## config.mk

```make
export PLATFORM = sky130hd
export DESIGN_NAME = instr_sweeper
export DESIGN_NICKNAME = d
export VERILOG_FILES = /design/src/rtl/instr_sweeper.sv
export SDC_FILE = /design/constraint.sdc
export NUM_CORES = 1
export LEC_CHECK = 0
export ABC_AREA = 0
export CORE_ASPECT_RATIO = 0.5
export CORE_UTILIZATION = 40
export DETAILED_ROUTE_END_ITERATION = 16
export GPL_TIMING_DRIVEN = 0
export HOLD_SLACK_MARGIN = 0.02
export PLACE_DENSITY_LB_ADDON = 0.1
export SYNTH_ARGS = -nofsm -noshare
export SYNTH_HDL_FRONTEND = slang
export SYNTH_SLANG_ARGS = --single-unit
export TNS_END_PERCENT = 50
```

## constraint.sdc

```tcl
create_clock -name clk -period 3 [get_ports clk]
set_input_delay 0.3 -clock clk [delete_from_list [all_inputs] [get_ports clk]]
set_output_delay 0.3 -clock clk [all_outputs]
set_load 0.02 [all_outputs]
```

## src/rtl/instr_sweeper.sv

```systemverilog
// instr_sweeper: drives one instruction through all 16 two-bit operand pairs and
// tallies overflow responses, echo errors and an XOR signature of the results.
module instr_sweeper #(
   parameter int SETTLE = 2
) (
   input  logic       clk,
   input  logic       rst_n,
   input  logic       start,
   input  logic [7:0] op,
   output logic [7:0] instruction,
   output logic [1:0] data0,
   output logic [1:0] data1,
   input  logic       ok,
   input  logic       ovf,
   input  logic [7:0] instr_out,
   input  logic [1:0] out0,
   input  logic [1:0] out1,
   output logic       busy,
   output logic       done,
   output logic [4:0] ovf_count,
   output logic [4:0] err_count,
   output logic [3:0] signature
);
   typedef enum logic [1:0] {IDLE, DRIVE, SAMPLE, DONE} state_t;
   localparam logic [3:0] SET = 4'(SETTLE);
   state_t state_q, state_d;
   logic [3:0] cnt_q, cnt_d, vec_q, vec_d, sig_q, sig_d;
   logic [7:0] instr_q, instr_d;
   logic [4:0] ovf_q, ovf_d, err_q, err_d;
   logic       ok_v, ovf_v;
   // an unknown response must not count as valid or as overflow
   always_comb begin
      ok_v  = 1'b0;
      ovf_v = 1'b0;
      if (ok) ok_v = 1'b1;
      if (ovf) ovf_v = 1'b1;
   end
   always_comb begin
      state_d = state_q;
      cnt_d   = cnt_q;
      vec_d   = vec_q;
      instr_d = instr_q;
      ovf_d   = ovf_q;
      err_d   = err_q;
      sig_d   = sig_q;
      case (state_q)
         IDLE: if (start) begin
            state_d = DRIVE;
            cnt_d   = 4'd0;
            vec_d   = 4'd0;
            instr_d = op;
            ovf_d   = 5'd0;
            err_d   = 5'd0;
            sig_d   = 4'd0;
         end
         DRIVE: begin
            state_d = (cnt_q == SET) ? SAMPLE : DRIVE;
            cnt_d   = cnt_q + 4'd1;
         end
         SAMPLE: begin
            ovf_d   = ovf_q + 5'(ovf_v);
            err_d   = err_q + 5'(!ok_v || instr_out != instr_q);
            sig_d   = sig_q ^ {out1, out0};
            vec_d   = vec_q + 4'd1;
            // the sample cycle already counts as one hold cycle of the next vector
            cnt_d   = 4'd1;
            state_d = (vec_q == 4'hf) ? DONE : ((SET == 4'd0) ? SAMPLE : DRIVE);
         end
         default: state_d = IDLE;
      endcase
   end
   always_ff @(posedge clk or negedge rst_n) begin
      if (!rst_n) begin
         state_q <= IDLE;
         cnt_q   <= 4'd0;
         vec_q   <= 4'd0;
         instr_q <= 8'd0;
         ovf_q   <= 5'd0;
         err_q   <= 5'd0;
         sig_q   <= 4'd0;
      end else begin
         state_q <= state_d;
         cnt_q   <= cnt_d;
         vec_q   <= vec_d;
         instr_q <= instr_d;
         ovf_q   <= ovf_d;
         err_q   <= err_d;
         sig_q   <= sig_d;
      end
   end
   assign instruction = instr_q;
   assign data0       = vec_q[3:2];
   assign data1       = vec_q[1:0];
   assign busy        = (state_q == DRIVE) || (state_q == SAMPLE);
   assign done        = (state_q == DONE);
   assign ovf_count   = ovf_q;
   assign err_count   = err_q;
   assign signature   = sig_q;
endmodule
```

==> impl_metrics.json <==
{
  "status": "finished clean",
  "synth_xor_area_share_pct": 4.127,
  "drc": 0,
  "fmax_mhz": 482.7,
  "cp_cell_sequence": "inv_1 > ha_1 > clkdlybuf4s50_1",
  "slowest_delay_ps": 640,
  "gp_congestion": 0.7181,
  "intPower_mw": 1.220,
  "grt_pass1_wl_mm": 5.837,
  "path_clk_slew_ps": 70,
  "cts_root_buf": "clkbuf_8",
  "slowest_stage": "clkdlybuf4s50_1",
  "initial_core_util_pct": 42.62,
  "clkSinkCount": 32,
  "p_leak_nw": 1.037,
  "cts_setup_buffers": 0,
  "clockBufferDepth": 2,
  "netlist_top_cells_area": "dfrtp_1, ha_1, mux2_2, o21ai_0, xor2_1",
  "synth.top_cell.area_share_pct": 47.16,
  "synth-adder-area-share_pct": 8.106,
  "p_comb_share_pct": 45.2,
  "worstPathMaxFanout": 6,
  "avgSynthCellArea_um2": 10.75,
  "fin_crit_sh_pct": 69.06,
  "final.setup.tns_ps": 0,
  "ant_nets": 0,
  "final.setup_skew_ps": 6.044,
  "fin_crit_ps": 2072,
  "path_class": "flop to output pin",
  "p_seq_share_pct": 33.6,
  "synth_top_family_by_area": "compound AO/OA/AOI/OAI gates",
  "crit_buf_inv": 2,
  "cts_tree": "yes",
  "die_area_um2": 4525,
  "nets": 253,
  "synthCells": 158,
  "clock_latency_ps": 280,
  "netlist_area_um2": 1698,
  "synth-seq-cells": 32,
  "grt_max_degree": 33,
  "grt_overflow": 0,
  "crit_family": "buffers and inverters",
  "cts_buffers": 5,
  "dr.first_iter.drc_count": 51,
  "timing.hold.ws_ps": 75.51,
  "synth_compound_area_share_pct": 14.08,
  "grtUsageTotal_pct": 17.71,
  "first_pass_iters": 4,
  "arrival_ps": 1770,
  "seq_area_um2": 800.8,
  "grt_pass1_vias": 1251,
  "die_y_um": 48.07,
  "numPortBuffers": 52,
  "end_kind": "output pin",
  "p_per_area_nw_per_um2": 795.7,
  "synth_edf_count": 0,
  "diodes": 0,
  "yosysMostFrequentCell": "dfrtp_1",
  "hold_class": "input port to asynchronous set/reset pin",
  "drv_cap": 0,
  "async_reset_ff_share_pct": 100.0,
  "p_clk_share_pct": 21.2,
  "fillers": 347,
  "synth_cell_types": 32,
  "post_drt_wl_per_cell_um": 13.46,
  "cts_max_level": 2,
  "routed_wl_mm": 3.660,
  "synthSimpleGateAreaFrac_pct": 13.78,
  "synth_nets": 194,
  "rsz0062_at_grt": "false",
  "synthToLayoutAreaGrowth_pct": 40.68,
  "multiInputGateArea_um2": 815.8,
  "drive_above_1_share_pct": 12.39,
  "synth_common_cells": "dfrtp_1, o21ai_0, ha_1",
  "fp.dieW_um": 94.14,
  "num_vias": 1372,
  "critical_path_required_ps": 2700,
  "yosysSeqAreaShare_pct": 47.16,
  "worstSetupStartpointType": "flop",
  "p_sw_mw": 0.6805,
  "vias_per_cell": 5.044,
  "ctsResizeCount": 0,
  "rows": 16,
  "muxShareOfSynthArea_pct": 7.959,
  "core_area_um2": 3984,
  "setup_viol": 0,
  "tightest_slew_ps": 715.7,
  "ir_drop_mv": 0.5015,
  "slew_violations": 0,
  "final-hold-violation-count": 0,
  "cts_hold_buf": 0,
  "ys_warn_count": 0,
  "io_pins": 53,
  "synth_top_cell_by_area": "dfrtp_1",
  "synthFlopType": "dfrtp_1",
  "slew_headroom_pct": 52.29,
  "dp_hpwl_mm": 2.726,
  "power.share.switching_pct": 35.81,
  "antenna_found_initial": 0,
  "finalCoreUtilization_pct": 59.96
}
[area by class of cell]
| cell class | count | area share (%) |
|---|---|---|
| Buffer | 5 | 1.833 |
| Clock inverter | 2 | 1.467 |
| Tap cell | 54 | 2.829 |
| Inverter | 10 | 1.572 |
| Clock buffer | 6 | 3.038 |
| Timing Repair Buffer | 52 | 21.58 |
| Multi-Input combinational cell | 111 | 34.15 |
| Sequential cell | 32 | 33.53 |
[worst paths after layout]
| check | from | slack [ps] | cells after the start | to |
|---|---|---|---|---|
| max | state_q[1] | 930 | 3 | busy |
| min | rst_n | 80 | 1 | instruction[6] |
| max reg2reg | state_q[1] | 1100 | 7 | signature[1] |
| min reg2reg | vec_q[2] | 530 | 1 | vec_q[2] |
| max in group asynchronous | rst_n | 2470 | 1 | instruction[0] |
| min in group clk | vec_q[2] | 530 | 1 | vec_q[2] |
[registers in the layout, summed over array words and instances (netlist names)]
register,cells
err_count,5
state_q,2
signature,4
ovf_count,5
vec_q,4
instruction,8
cnt_q,4
[stage by stage]
stage	cell area (um^2)	power, mW	setup WS (ps)	instances
global placement	2286	1.494	873.3	264
detailed placement	2281	1.512	864.9	264
finish	2389	1.900	928.2	272
floorplan	1698	1.159	1230	158
global route	2389	2.026	834.6	272
CTS	2389	1.920	915.8	272
[cells by family (layout without fill, tap and decap cells)]
logic type	Yosys count	count (layout)
AND/OR/NAND/NOR	40	40
flip-flops	32	32
buffers and inverters	15	75
adder cells (fa/ha/maj)	11	11
XOR/XNOR	8	8
AO/OA/AOI/OAI	40	40
multiplexers	12	12
[power by group through the flow]
stage | Sequential [mW] | Combinational (mW) | Clock (mW)
2_1_floorplan | 0.752 | 0.406 | 0
3_3_place_gp | 0.642 | 0.852 | 0
3_5_place_dp | 0.649 | 0.862 | 0
4_1_cts | 0.641 | 0.868 | 0.412
5_1_grt | 0.654 | 0.943 | 0.429
6_report | 0.639 | 0.859 | 0.403
[layer usage]
metal  track usage [%]  wire length (um)
met1             23.61              1731
met5                 0                 0
met4             4.615                11
met3             5.238               213
met2             29.05              1704
[placed cells by master (no fill, tap or decap), types with 2 or more instances in the layout]
cell type        count
nor3_1               3
or3_1                9
clkbuf_8             5
nand4_1              2
clkdlybuf4s50_1     51
a21oi_1             10
mux2_2               9
or2_2                2
o21ai_0             16
ha_1                11
inv_1               10
o31ai_1              5
buf_6                3
nand2_1              7
nor2b_1              4
mux2i_1              2
dfrtp_1             32
buf_2                3
a22o_1               5
nand3_1              5
xor2_1               7
o21ai_1              2
(Power assumes the default switching activity.)
